**config.mk**
```make
export PLATFORM = sky130hd
export DESIGN_NAME = gsim_param_flat
export DESIGN_NICKNAME = d
export VERILOG_FILES = /design/src/rtl/gsim_param_if.sv /design/src/rtl/gsim_param.sv /design/src/flat_wrapper.sv
export SDC_FILE = /design/constraint.sdc
export NUM_CORES = 2
export LEC_CHECK = 0
export CORE_MARGIN = 10
export CORE_UTILIZATION = 65
export DETAILED_ROUTE_END_ITERATION = 10
export PLACE_DENSITY = 0.82
export SYNTH_ARGS = -nofsm -noshare
export SYNTH_HDL_FRONTEND = slang
export SYNTH_SLANG_ARGS = --single-unit
export TNS_END_PERCENT = 50
```
**constraint.sdc**
```tcl
create_clock -name clk -period 33.8 [get_ports clk]
set_input_delay 5.07 -clock clk [delete_from_list [all_inputs] [get_ports clk]]
set_output_delay 5.07 -clock clk [all_outputs]
set_load 0.02 [all_outputs]
```
**src/rtl/gsim_param_if.sv**
```systemverilog
// Bundles the b-sample load port and the x result stream of the Gauss-Seidel solver.
interface gsim_param_if #(
    parameter int unsigned B_W  = 16,
    parameter int unsigned IT_W = 8
);
    logic                   in_en;
    logic signed [B_W-1:0]  b_in;
    logic [IT_W-1:0]        iter_max;
    logic [31:0]            tol;
    logic                   out_ready;
    logic                   out_valid;
    logic signed [31:0]     x_out;
    logic                   busy;
    logic [IT_W-1:0]        iter_cnt;
    logic                   converged;

    // Producer of b samples and consumer of results.
    modport master (
        output in_en, b_in, iter_max, tol, out_ready,
        input  out_valid, x_out, busy, iter_cnt, converged
    );

    // The solver itself.
    modport slave (
        input  in_en, b_in, iter_max, tol, out_ready,
        output out_valid, x_out, busy, iter_cnt, converged
    );
endinterface

```
**src/rtl/gsim_param.sv**
```systemverilog
// Gauss-Seidel solver for the banded system 20x[k] - 13(x[k-1]+x[k+1]) + 6(x[k-2]+x[k+2])
// - (x[k-3]+x[k+3]) = b[k] in Q16.16. Loads N b samples, sweeps one unknown per cycle,
// checks convergence after each sweep and streams x[0..N-1] out with ready/valid.
module gsim_param #(
    parameter int unsigned N    = 16,
    parameter int unsigned B_W  = 16,
    parameter int unsigned IT_W = 8
) (
    input  logic        clk,
    input  logic        reset,
    gsim_param_if.slave bus_io
);
    localparam int unsigned KW = $clog2(N);
    // floor(2^33 / 20): multiply-and-shift replaces the divide by 20.
    localparam logic signed [72:0] Recip20 = 73'sd429496729;

    typedef enum logic [2:0] {StIdle, StLoad, StSweep, StCheck, StOutput} state_e;

    state_e                  state_q, state_d;
    logic [KW-1:0]           k_q;
    logic [KW-1:0]           ptr_q;
    logic [IT_W-1:0]         iter_max_q;
    logic [IT_W-1:0]         iter_cnt_q;
    logic [31:0]             tol_q;
    logic [31:0]             maxd_q;
    logic                    converged_q;
    logic signed [31:0]      b_q [N];
    logic signed [31:0]      x_q [N];

    logic signed [31:0]      b_fix;
    logic                    last_k;
    logic                    last_ptr;
    logic                    tol_met;
    logic                    iter_done;
    logic signed [39:0]      pair_sum [1:3];
    logic signed [39:0]      num;
    logic signed [72:0]      prod;
    logic signed [31:0]      x_new;
    logic signed [32:0]      diff;
    logic [32:0]             absd;
    logic [31:0]             maxd_next;

    assign b_fix     = 32'(bus_io.b_in) << 16;
    assign last_k    = (k_q == KW'(N - 1));
    assign last_ptr  = (ptr_q == KW'(N - 1));
    assign tol_met   = (maxd_q <= tol_q);
    assign iter_done = ((iter_cnt_q + IT_W'(1)) == iter_max_q);

    // Neighbour pair sums at distance 1..3; indices outside 0..N-1 contribute 0.
    // x_q below k already holds this sweep's values, which gives the Gauss-Seidel ordering.
    always_comb begin
        for (int d = 1; d <= 3; d++) begin
            pair_sum[d] = '0;
            if (int'(k_q) >= d) begin
                pair_sum[d] = pair_sum[d] + 40'(x_q[k_q - KW'(d)]);
            end
            if (int'(k_q) + d < int'(N)) begin
                pair_sum[d] = pair_sum[d] + 40'(x_q[k_q + KW'(d)]);
            end
        end
    end

    // Update of x[k_q] and the running max |x_new - x_old|.
    always_comb begin
        num       = 40'(b_q[k_q]) + 40'sd13 * pair_sum[1] - 40'sd6 * pair_sum[2] + pair_sum[3];
        prod      = 73'(num) * Recip20;
        x_new     = 32'(prod >>> 33);
        diff      = 33'(x_new) - 33'(x_q[k_q]);
        absd      = diff[32] ? 33'(-diff) : 33'(diff);
        maxd_next = (absd > {1'b0, maxd_q}) ? absd[31:0] : maxd_q;
    end

    // Next-state decode.
    always_comb begin
        state_d = state_q;
        case (state_q)
            StIdle: begin
                if (bus_io.in_en) state_d = StLoad;
            end
            StLoad: begin
                if (!bus_io.in_en) begin
                    state_d = StIdle;
                end else if (last_k) begin
                    state_d = (iter_max_q == '0) ? StOutput : StSweep;
                end
            end
            StSweep: begin
                if (last_k) state_d = StCheck;
            end
            StCheck: begin
                state_d = (tol_met || iter_done) ? StOutput : StSweep;
            end
            StOutput: begin
                if (bus_io.out_ready && last_ptr) state_d = StIdle;
            end
            default: state_d = StIdle;
        endcase
    end

    // State register.
    always_ff @(posedge clk) begin
        if (reset) state_q <= StIdle;
        else       state_q <= state_d;
    end

    // Datapath: sample storage, sweep index, iteration bookkeeping and output pointer.
    always_ff @(posedge clk) begin
        if (reset) begin
            k_q         <= '0;
            ptr_q       <= '0;
            iter_max_q  <= '0;
            iter_cnt_q  <= '0;
            tol_q       <= '0;
            maxd_q      <= '0;
            converged_q <= 1'b0;
            for (int i = 0; i < int'(N); i++) begin
                b_q[i] <= '0;
                x_q[i] <= '0;
            end
        end else begin
            case (state_q)
                StIdle: begin
                    if (bus_io.in_en) begin
                        b_q[0]      <= b_fix;
                        x_q[0]      <= b_fix;
                        k_q         <= KW'(1);
                        iter_max_q  <= bus_io.iter_max;
                        tol_q       <= bus_io.tol;
                        iter_cnt_q  <= '0;
                        maxd_q      <= '0;
                        converged_q <= 1'b0;
                        ptr_q       <= '0;
                    end
                end
                StLoad: begin
                    if (bus_io.in_en) begin
                        b_q[k_q] <= b_fix;
                        x_q[k_q] <= b_fix;
                        k_q      <= last_k ? '0 : k_q + KW'(1);
                    end else begin
                        k_q <= '0;
                    end
                end
                StSweep: begin
                    x_q[k_q] <= x_new;
                    maxd_q   <= maxd_next;
                    k_q      <= last_k ? '0 : k_q + KW'(1);
                end
                StCheck: begin
                    iter_cnt_q <= iter_cnt_q + IT_W'(1);
                    if (tol_met) begin
                        converged_q <= 1'b1;
                    end else if (!iter_done) begin
                        maxd_q <= '0;
                    end
                end
                StOutput: begin
                    if (bus_io.out_ready) ptr_q <= last_ptr ? '0 : ptr_q + KW'(1);
                end
                default: ;
            endcase
        end
    end

    assign bus_io.out_valid = (state_q == StOutput);
    assign bus_io.busy      = (state_q != StIdle);
    assign bus_io.x_out     = (state_q == StOutput) ? x_q[ptr_q] : '0;
    assign bus_io.iter_cnt  = iter_cnt_q;
    assign bus_io.converged = converged_q;
endmodule

```
**src/flat_wrapper.sv**
```systemverilog
// flat-port wrapper written by rule: the top's interface ports become plain ports
module gsim_param_flat 
#(
    parameter int unsigned N    = 16,
    parameter int unsigned B_W  = 16,
    parameter int unsigned IT_W = 8
)
  (clk, reset, bus_io_in_en, bus_io_b_in, bus_io_iter_max, bus_io_tol, bus_io_out_ready, bus_io_out_valid, bus_io_x_out, bus_io_busy, bus_io_iter_cnt, bus_io_converged);
  gsim_param_if #(.B_W(B_W), .IT_W(IT_W)) bus_io_i ();
  input  logic clk;
  input  logic reset;
  input wire logic [$bits(bus_io_i.in_en)-1:0] bus_io_in_en;
  input wire logic [$bits(bus_io_i.b_in)-1:0] bus_io_b_in;
  input wire logic [$bits(bus_io_i.iter_max)-1:0] bus_io_iter_max;
  input wire logic [$bits(bus_io_i.tol)-1:0] bus_io_tol;
  input wire logic [$bits(bus_io_i.out_ready)-1:0] bus_io_out_ready;
  output wire logic [$bits(bus_io_i.out_valid)-1:0] bus_io_out_valid;
  output wire logic [$bits(bus_io_i.x_out)-1:0] bus_io_x_out;
  output wire logic [$bits(bus_io_i.busy)-1:0] bus_io_busy;
  output wire logic [$bits(bus_io_i.iter_cnt)-1:0] bus_io_iter_cnt;
  output wire logic [$bits(bus_io_i.converged)-1:0] bus_io_converged;
  assign bus_io_i.in_en = bus_io_in_en;
  assign bus_io_i.b_in = bus_io_b_in;
  assign bus_io_i.iter_max = bus_io_iter_max;
  assign bus_io_i.tol = bus_io_tol;
  assign bus_io_i.out_ready = bus_io_out_ready;
  assign bus_io_out_valid = bus_io_i.out_valid;
  assign bus_io_x_out = bus_io_i.x_out;
  assign bus_io_busy = bus_io_i.busy;
  assign bus_io_iter_cnt = bus_io_i.iter_cnt;
  assign bus_io_converged = bus_io_i.converged;
  gsim_param #(.N(N), .B_W(B_W), .IT_W(IT_W)) u_core (.clk(clk), .reset(reset), .bus_io(bus_io_i));
endmodule
```
==> results.cfg <==
[floorplanning]
rows = 138
die_area_mm2 = 0.159
initial_utilization_pct = 65.6
die_w_um = 398
io_pins = 103
die_h_um = 398
core_area_mm2 = 0.142

[global_route]
grt_pass1_wl_mm = 473
grt_overflow = 0
grt_usage_pct = 40.5
grt_start_max_net_pins = 113
grt_pass1_vias = 73599
antenna_found_initial = 15

[outcome]
run_status = complete, but fails checks
failed_checks = design-rule violations

[placement]
placed_cells = 9696
pre_cts_slack_ns = 6.28
place_hpwl_mm = 230
numPortBuffers = 102
gp_congestion = 1.06

[clock_tree]
holdBufCountCts = 0
cts.reportedPaths.clkPinSlew_ns = 0.06
postCtsSetupBuffers = 0
htree_levels = 3
cts_tree = built
cts_root_buf = clkbuf_16
cts_num_sinks = 868
numCtsBuffers = 93
cts_resized = 0
cts.path.max_buffers = 3
insertion_delay_ns = 0.78

[detailed_routing]
via_per_inst = 7.33
wl_mm = 322
met1_length_mm = 97.1
routedWlPerCell_um = 32.6
ant_nets = 0
route.met3.wl_mm = 53.8
met2_length_mm = 140
drc = 141
first_pass_iters = 11
top_layer = met5
drtIter0Drc = 11841
dr_total_vias = 72429

[final_layout]
fillers = 9592
multi_input_area_mm2 = 0.0625
syn_to_final_growth_pct = 6.93
nets = 9349
most-common-layout-cells = 1127 x inv_1, 944 x mux4_2, 768 x nor2_1, 768 x edfxtp_1, 757 x ha_1
area.sequential_mm2 = 0.0251
final_cells = 9887
drive_gt1_share_pct = 16.9
final_common_cell = inv_1

[sta]
max_freq_mhz = 35.5
setup-tns-final_ns = 0
relSlewSlack_pct = 6.59
rsz0062_at_grt = no
worst_pin_slew_ns = 1.36
worst_slack_ns = 5.63
period_share_pct = 83.3
period_needed_ns = 28.17
slew_violations = 0
finalSetupViolCount = 0
finClkSkew_ns = 0.0666
hold_viol = 0

[logic_synthesis]
synth_cells = 8012
synth-seq-cells = 868
avgSynthCellArea_um2 = 11.6
synth_ff_type = edfxtp_1
yosysWarnings = 0
synth_edf_count = 768
synth_top_area_share_pct = 24.8
synth_area_mm2 = 0.0930
synthArstFlopShare_pct = 0
synth_top_area_cell = edfxtp_1
synth.distinct_cells = 86
synth-seq-area-share_pct = 26.9
syn_nets = 9460
synth.top_cells.by_area = edfxtp_1 25%, mux4_2 23%, fa_1 14%

[setup_path]
cpMaxStageDelayCell = a222oi_1
cp.required_ns = 34.49
arrival_ns = 28.86
r2r_cells = 90
cp-start-kind = register
reg2reg_to = u_core.maxd_q[22]$_SDFFE_PP0P_
r2r_setup_slack_ns = 5.63
end_kind = register
endpoint = u_core.maxd_q[22]$_SDFFE_PP0P_
path_class = reg -> reg
crit_start = u_core.k_q[0]$_SDFFE_PP0P_
max_stage_delay_ns = 0.96
reg2reg_from = u_core.k_q[0]$_SDFFE_PP0P_
crit_fanout = 112

[worst_hold_path]
hold_class = reg -> reg

[run]
drv_cap = 0
==> through the flow <==
| step | cell area (µm²) | util, % | hold WS [ns] |
|---|---|---|---|
| after floorplan | 93000 | - | 0.436 |
| after global placement | 96200 | 67.8 | 0.445 |
| after detailed placement | 96200 | 67.8 | 0.447 |
| after CTS | 99400 | 70.1 | 0.455 |
| after global routing | 99500 | 70.1 | 0.468 |
| final | 99500 | 70.1 | 0.454 |
==> flip-flops by register name (all words and copies together) (netlist names), 4 cells and up, named ones only <==
signal,cells
u_core.tol_q,32
u_core.bus_io.iter_cnt,8
u_core.b_q,256
u_core.k_q,4
u_core.x_q,512
u_core.iter_max_q,8
u_core.ptr_q,4
u_core.maxd_q,32
==> cell type report <==
class | instances | share of cell area, %
Clock inverter | 61 | 0.805
Sequential cell | 868 | 25.2
Tap cell | 1890 | 2.38
Timing Repair Buffer | 240 | 2.10
Inverter | 1127 | 4.25
Antenna cell | 17 | 0.0428
Multi-Input combinational cell | 5571 | 62.8
Clock buffer | 113 | 2.42
==> how the worst min path moves through the flow <==
stage	cells past startpoint	slack (ns)	endpoint	from
final	2	0.45	u_core.tol_q[3]$_SDFFE_PP0P_	u_core.tol_q[3]$_SDFFE_PP0P_
after global routing	2	0.47	u_core.tol_q[3]$_SDFFE_PP0P_	u_core.tol_q[3]$_SDFFE_PP0P_
after CTS	2	0.45	u_core.tol_q[3]$_SDFFE_PP0P_	u_core.tol_q[3]$_SDFFE_PP0P_
after detailed placement	2	0.45	u_core.tol_q[3]$_SDFFE_PP0P_	u_core.tol_q[3]$_SDFFE_PP0P_
after global placement	2	0.45	u_core.tol_q[27]$_SDFFE_PP0P_	u_core.tol_q[27]$_SDFFE_PP0P_
after floorplan	2	0.44	u_core.tol_q[10]$_SDFFE_PP0P_	u_core.tol_q[10]$_SDFFE_PP0P_
==> logic make-up after synthesis <==
family / count (synthesis) / share of synthesized area [%]
AND/OR/NAND/NOR: 1845 / 9.39
adder cells (fa/ha/maj): 1389 / 23.8
XOR/XNOR: 287 / 2.78
AO/OA/AOI/OAI: 1025 / 7.03
flip-flops: 868 / 26.9
buffers and inverters: 1573 / 6.38
multiplexers: 1025 / 23.7
==> synthesized netlist by cell type, types with 18 or more instances <==
master    number
edfxtp_1     768
mux2i_1       71
o31ai_1       29
o21a_1        31
and3_1        46
dfxtp_1      100
nand2b_1      65
xor2_1       120
a21boi_0      18
nand4_1       36
and2_1       310
xnor2_1      161
nand2_1      294
buf_1         85
mux4_2       944
nand3_1       87
a211oi_1      86
nor2_1       773
a21o_1       145
ha_1         759
nor2b_1       89
fa_1         629
clkbuf_1     350
o21bai_1      43
o21ai_0      179
a21oi_1      341
or2_2         25
nor3_1        63
a31oi_1       23
inv_1       1127
==> worst max-delay path, delay by kind of cell (launching register included) <==
| family | cells | cell delay, ns |
|---|---|---|
| muxes | 4 | 1.77 |
| and+or+nand+nor | 9 | 1.55 |
| buffers and inverters | 10 | 2.87 |
| xor gates and xnor gates | 1 | 0.19 |
| AOI/OAI and AO/OA | 48 | 12.33 |
| adders and majority gates | 18 | 8.27 |
| DFF | 1 | 0.91 |
==> layer usage <==
metal  vias up  global-route usage [%]
li1      28659                       -
met2      6493                    60.5
met3      1998                    20.5
met4        46                    27.0
met1     35233                    44.5
met5         -                    9.11
Power is not shown: default switching activity piles up to over one toggle a cycle in this logic, so the estimate is an artifact.
